===== src/rtl/puf_challenge_sequencer.sv =====
`default_nettype none
// ============================================================================
// Module      : puf_challenge_sequencer
// Description : Drives LFSR challenges into the arbiter PUF array, repeats each
//               evaluation EVAL_N times, majority-votes the response bits and
//               hands voted responses out over a valid/ready handshake.
// Revision    : 1.0 - initial release
// ============================================================================
module puf_challenge_sequencer #(
  parameter int CHAL_W = 8,
  parameter int RESP_W = 8,
  parameter int EVAL_N = 5,
  parameter int SETTLE = 4
) (
  input  logic              clk,
  input  logic              rst_n,
  input  logic              start,
  input  logic [CHAL_W-1:0] seed,
  input  logic [7:0]        num_chal,
  output logic [CHAL_W-1:0] chal_out,
  output logic              puf_pulse,
  input  logic [RESP_W-1:0] puf_resp,
  output logic [RESP_W-1:0] resp_data,
  output logic [RESP_W-1:0] resp_unstable,
  output logic [CHAL_W-1:0] resp_chal,
  output logic              resp_valid,
  input  logic              resp_ready,
  output logic              busy,
  output logic              done
);

  localparam int CW = $clog2(EVAL_N + 1);
  localparam int PW = $clog2(SETTLE + 1);

  typedef enum logic [2:0] {
    S_IDLE   = 3'd0,
    S_ARM    = 3'd1,
    S_FIRE   = 3'd2,
    S_SAMPLE = 3'd3,
    S_RESULT = 3'd4,
    S_OUTPUT = 3'd5
  } state_t;

  state_t             r_state;
  state_t             w_next;
  logic [PW-1:0]      r_phase;
  logic [CW-1:0]      r_eval;
  logic [7:0]         r_remaining;
  logic [CHAL_W-1:0]  r_chal;
  logic               r_pulse;
  logic [RESP_W-1:0]  r_resp_data;
  logic [RESP_W-1:0]  r_resp_unstable;
  logic [CHAL_W-1:0]  r_resp_chal;
  logic               r_resp_valid;
  logic               r_busy;
  logic               r_done;

  logic               w_load;
  logic               w_null;
  logic               w_sample;
  logic               w_result;
  logic               w_hs;
  logic               w_phase_last;
  logic               w_eval_last;
  logic               w_last_chal;
  logic [CHAL_W-1:0]  w_seed;
  logic [CHAL_W-1:0]  w_lfsr;
  logic [RESP_W-1:0]  w_maj;
  logic [RESP_W-1:0]  w_unst;

  assign w_phase_last = (r_phase == PW'(SETTLE - 1));
  assign w_eval_last  = (r_eval == CW'(EVAL_N - 1));
  assign w_last_chal  = (r_remaining == 8'd1);
  assign w_seed       = (seed == '0) ? CHAL_W'(1) : seed;
  // Taps x^8+x^6+x^5+x^4+1 expressed relative to the MSB of an 8-bit chain
  assign w_lfsr       = {r_chal[CHAL_W-2:0],
                         r_chal[CHAL_W-1] ^ r_chal[CHAL_W-3] ^ r_chal[CHAL_W-4] ^ r_chal[CHAL_W-5]};

  always_ff @(posedge clk or negedge rst_n) begin
    if (!rst_n) r_state <= S_IDLE;
    else        r_state <= w_next;
  end

  always_comb begin
    w_next   = r_state;
    w_load   = 1'b0;
    w_null   = 1'b0;
    w_sample = 1'b0;
    w_result = 1'b0;
    w_hs     = 1'b0;
    case (r_state)
      S_IDLE: begin
        if (start) begin
          if (num_chal == 8'd0) begin
            w_null = 1'b1;
          end else begin
            w_load = 1'b1;
            w_next = S_ARM;
          end
        end
      end
      S_ARM:    if (w_phase_last) w_next = S_FIRE;
      S_FIRE:   if (w_phase_last) w_next = S_SAMPLE;
      S_SAMPLE: begin
        w_sample = 1'b1;
        w_next   = w_eval_last ? S_RESULT : S_ARM;
      end
      S_RESULT: begin
        w_result = 1'b1;
        w_next   = S_OUTPUT;
      end
      S_OUTPUT: begin
        if (resp_ready) begin
          w_hs   = 1'b1;
          w_next = w_last_chal ? S_IDLE : S_ARM;
        end
      end
      default:  w_next = S_IDLE;
    endcase
  end

  genvar b;
  generate
    for (b = 0; b < RESP_W; b++) begin : g_bit
      logic [CW-1:0] r_ones;
      always_ff @(posedge clk or negedge rst_n) begin
        if (!rst_n)              r_ones <= '0;
        else if (w_load || w_hs) r_ones <= '0;
        else if (w_sample)       r_ones <= r_ones + CW'(puf_resp[b]);
      end
      assign w_maj[b]  = (r_ones > CW'(EVAL_N / 2));
      assign w_unst[b] = (r_ones != '0) && (r_ones != CW'(EVAL_N));
    end
  endgenerate

  always_ff @(posedge clk or negedge rst_n) begin
    if (!rst_n) begin
      r_phase         <= '0;
      r_eval          <= '0;
      r_remaining     <= '0;
      r_chal          <= '0;
      r_pulse         <= 1'b0;
      r_resp_data     <= '0;
      r_resp_unstable <= '0;
      r_resp_chal     <= '0;
      r_resp_valid    <= 1'b0;
      r_busy          <= 1'b0;
      r_done          <= 1'b0;
    end else begin
      if ((r_state == S_ARM) || (r_state == S_FIRE))
        r_phase <= w_phase_last ? '0 : r_phase + PW'(1);
      else
        r_phase <= '0;

      if (w_load || w_hs)             r_eval <= '0;
      else if (w_sample && !w_eval_last) r_eval <= r_eval + CW'(1);

      // Pulse is derived from the next state so it is a clean flop output
      r_pulse <= (w_next == S_FIRE) || (w_next == S_SAMPLE);
      r_done  <= w_null || (w_hs && w_last_chal);

      if (w_load) begin
        r_chal      <= w_seed;
        r_remaining <= num_chal;
        r_busy      <= 1'b1;
      end else if (w_hs) begin
        r_chal       <= w_lfsr;
        r_remaining  <= r_remaining - 8'd1;
        r_resp_valid <= 1'b0;
        if (w_last_chal) r_busy <= 1'b0;
      end

      if (w_result) begin
        r_resp_data     <= w_maj;
        r_resp_unstable <= w_unst;
        r_resp_chal     <= r_chal;
        r_resp_valid    <= 1'b1;
      end
    end
  end

  assign chal_out      = r_chal;
  assign puf_pulse     = r_pulse;
  assign resp_data     = r_resp_data;
  assign resp_unstable = r_resp_unstable;
  assign resp_chal     = r_resp_chal;
  assign resp_valid    = r_resp_valid;
  assign busy          = r_busy;
  assign done          = r_done;

endmodule
`default_nettype wire


===== config.mk =====
export PLATFORM = sky130hd
export DESIGN_NAME = puf_challenge_sequencer
export DESIGN_NICKNAME = d
export VERILOG_FILES = /design/src/rtl/puf_challenge_sequencer.sv
export SDC_FILE = /design/constraint.sdc
export NUM_CORES = 1
export LEC_CHECK = 0
export ABC_CLOCK_PERIOD_IN_PS = 1870
export BUFFER_PORTS_ARGS = -buffer_cell sky130_fd_sc_hd__buf_4
export CORE_ASPECT_RATIO = 1.1
export CORE_MARGIN = 3
export CORE_UTILIZATION = 50
export CTS_CLUSTER_SIZE = 16
export DETAILED_ROUTE_END_ITERATION = 8
export PLACE_DENSITY = 0.78
export SYNTH_ARGS = -nofsm -noshare
export SYNTH_HDL_FRONTEND = slang
export SYNTH_SLANG_ARGS = --single-unit

===== constraint.sdc =====
create_clock -name clk -period 1.87 [get_ports clk]
set_clock_uncertainty 0.1 [all_clocks]
set_input_delay 0.374 -clock clk [delete_from_list [all_inputs] [get_ports clk]]
set_output_delay 0.374 -clock clk [all_outputs]
set_load 0.05 [all_outputs]

==> flow_metrics.py <==
metrics = {
    "status": {
        "status": "complete, no violations",
    },
    "synth": {
        "synthTopCellsByCount": "77 x dfrtp_1, 52 x nand2_1, 45 x a21oi_1, 45 x nor2_1, 21 x ha_1",
        "synthesis.nets": 412,
        "async_flop_share_pct": 100,
        "yosys_warnings": 0,
        "avgSynthCellArea_um2": 10.2,
        "ys_seq_elements": 77,
        "post-synth-top-area-cell": "dfrtp_1",
        "synth_edf_count": 0,
        "seq_area_frac_synth_pct": 52.3,
        "synth.distinct_cells": 39,
        "synthCells": 363,
        "synth.most_common_cell": "dfrtp_1",
        "netlist_area_um2": 3680,
        "synth_ff_type": "dfrtp_1",
        "synth.area.top_cells": "dfrtp_1 52%, ha_1 7.1%, a21oi_1 6.1%",
        "synth_top_area_share_pct": 52.3,
    },
    "global_routing": {
        "grt_max_degree": 31,
        "grt_pass1_wl_mm": 13.3,
        "antenna_found_initial": 0,
        "grt.total_usage_pct": 20.4,
        "first_global_vias": 2857,
        "overflow": 0,
    },
    "clocking": {
        "root_buffer": "clkbuf_8",
        "cts.path.max_buffers": 2,
        "cts_buffers": 9,
        "insertion_delay_ps": 350,
        "htree_levels": 3,
        "tritoncts": "yes",
        "post-cts-setup-buffer-count": 0,
        "path_clk_slew_ps": 80,
        "clock_sinks": 77,
    },
    "floorplanning": {
        "rows": 32,
        "core-area_um2": 7090,
        "io-pin-count": 64,
        "die_w_um": 87.9,
        "start_util_pct": 52.0,
        "dieHeight_um": 96.0,
        "die_area_um2": 8440,
    },
    "drt": {
        "drt_iter0_drc": 199,
        "dr.pass1.iters": 5,
        "vias": 2942,
        "via_per_inst": 5.52,
        "wirelength_mm": 8.02,
        "drc": 0,
        "postRouteAntennaNets": 0,
        "routedWlPerCell_um": 15.0,
    },
    "sta": {
        "rsz0062_at_grt": "false",
        "setup-violations-final": 0,
        "fin_tns_setup_ps": 0,
        "fmax_mhz": 563,
        "worst_pin_slew_ps": 373,
        "fin_crit_ps": 1780,
        "finalCritPeriodShare_pct": 95.0,
        "finalMaxSlewViolations": 0,
        "finalHoldViolCount": 0,
        "max_slew_margin_pct": 75.1,
    },
    "layout": {
        "diodes": 0,
        "drive_gt1_share_pct": 25.7,
        "area_delta_synth_final_pct": 25.1,
        "n_fill_cell": 557,
        "nets": 492,
    },
    "worst_setup_path": {
        "worstPathMaxFanout": 10,
        "startpoint_type": "flip-flop",
        "required_ps": 2000,
        "worstPathArrival_ps": 1910,
        "crit_type": "reg2reg",
        "end_kind": "flip-flop",
    },
    "power": {
        "ir_worst_vdd_uv": 735,
        "total_power_mw": 7.14,
        "leakagePower_nw": 2.31,
        "p_per_area_nw_per_um2": 1550,
    },
    "placed_design": {
        "hpwlAfterDp_mm": 5.72,
        "io_buffers": 63,
        "place_congestion": 0.805,
    },
    "run": {
        "cap_violations": 0,
    },
    "worst_hold_path": {
        "hp-class": "in2reg",
    },
}
cell families (layout without fill, tap and decap cells):
group           after synthesis  after routing  share of synthesized area, %
fa+ha+maj                    21             21                          7.13
buf+inv                      29            114                          3.70
compound gates               76             76                          12.9
xor+xnor                     23             23                          5.47
simple gates                127            127                          15.5
flops                        77             77                          52.3
mux                          10             10                          3.02
final cells by class:
class / instances / area [um^2] / area share [%]
multi-input combinational: 257 / 1620 / 35.2
clock inverter: 6 / 71.3 / 1.55
timing repair buffer: 88 / 704 / 15.3
inverter: 10 / 37.5 / 0.815
sequential: 77 / 1930 / 41.8
clock buffer: 10 / 138 / 2.99
tap: 85 / 106 / 2.31
sequential cells by signal, indices dropped and copies added (netlist names):
signal and cells:
g_bit.r_ones 24, resp_chal 8, r_remaining 8, r_state 3
chal_out 8, resp_valid 1, resp_data 8, r_phase 3
resp_unstable 8, busy 1, r_eval 3, puf_pulse 1
done 1
metrics by stage:
| stage | instance area [um^2] | utilization [%] | setup WS, ps | hold WS (ps) | std cells |
|---|---|---|---|---|---|
| floorplan | 3680 | - | 31.6 | -21.6 | 363 |
| global placement | 4390 | 61.9 | 33.8 | 210 | 516 |
| detailed placement | 4390 | 61.9 | -2.25 | 221 | 516 |
| CTS | 4600 | 65.0 | 62.1 | 140 | 533 |
| global route | 4610 | 65.0 | 3.94 | 137 | 533 |
| finish | 4610 | 65.0 | 94.2 | 155 | 533 |
final timing paths:
check	slack, ps	depth (start not counted)	end	from
worst max register to register	90	6	r_remaining[4]	r_state[1]
worst min register to register	340	1	r_phase[0]	r_phase[0]
max in group asynchronous	760	3	r_remaining[0]	rst_n
worst min-delay path	160	3	r_remaining[4]	num_chal[4]
min in group asynchronous	380	2	r_remaining[2]	rst_n
worst max-delay path	90	6	r_remaining[4]	r_state[1]
report_power, final:
group          total (mW)  switching, mW  leakage (nW)  internal [mW]
clock network        1.30          0.640        0.0991          0.662
logic                3.22           2.04          1.19           1.18
registers            2.62          0.433          1.01           2.18
total                7.14           3.11          2.31           4.03
layout by cell type (no fill, tap or decap), types with 3 or more instances in the layout:
master    count
buf_12        3
nor3_1        5
ha_1         21
buf_4        83
dfrtp_1      77
o21ai_0       3
clkbuf_8     10
nand2b_1      4
nor4_1        4
mux2_2        9
a221o_1       7
nor2_1       44
o21ai_1       4
nand2_1      52
xnor2_1       4
inv_1        10
a21oi_1      45
nand3_1       5
xor2_1       19
a22oi_1       5
critical path: stages (launching register included):
cell and delay [ps]:
dfrtp_1 410, buf_4 180, and4b_1 400, buf_4 190, nand2_1 60, o31ai_1 220
o21ai_0 100
layer usage:
| layer | vias to the layer above | routed length [um] | track usage [%] |
|---|---|---|---|
| li1 | 1408 | - | - |
| met1 | 1424 | 3360 | 25.4 |
| met2 | 98 | 4060 | 34.6 |
| met3 | 12 | 490 | 5.39 |
| met4 | 0 | 113 | 6.14 |
| met5 | - | 0 | 0 |
timing repair:
item                                   CTS  global route
hold buffers                             1             0
endpoints found under the hold margin   23             0
resized for setup                        0             1
setup endpoints to repair                0             5
No activity file was read; power rests on OpenSTA's default activity.
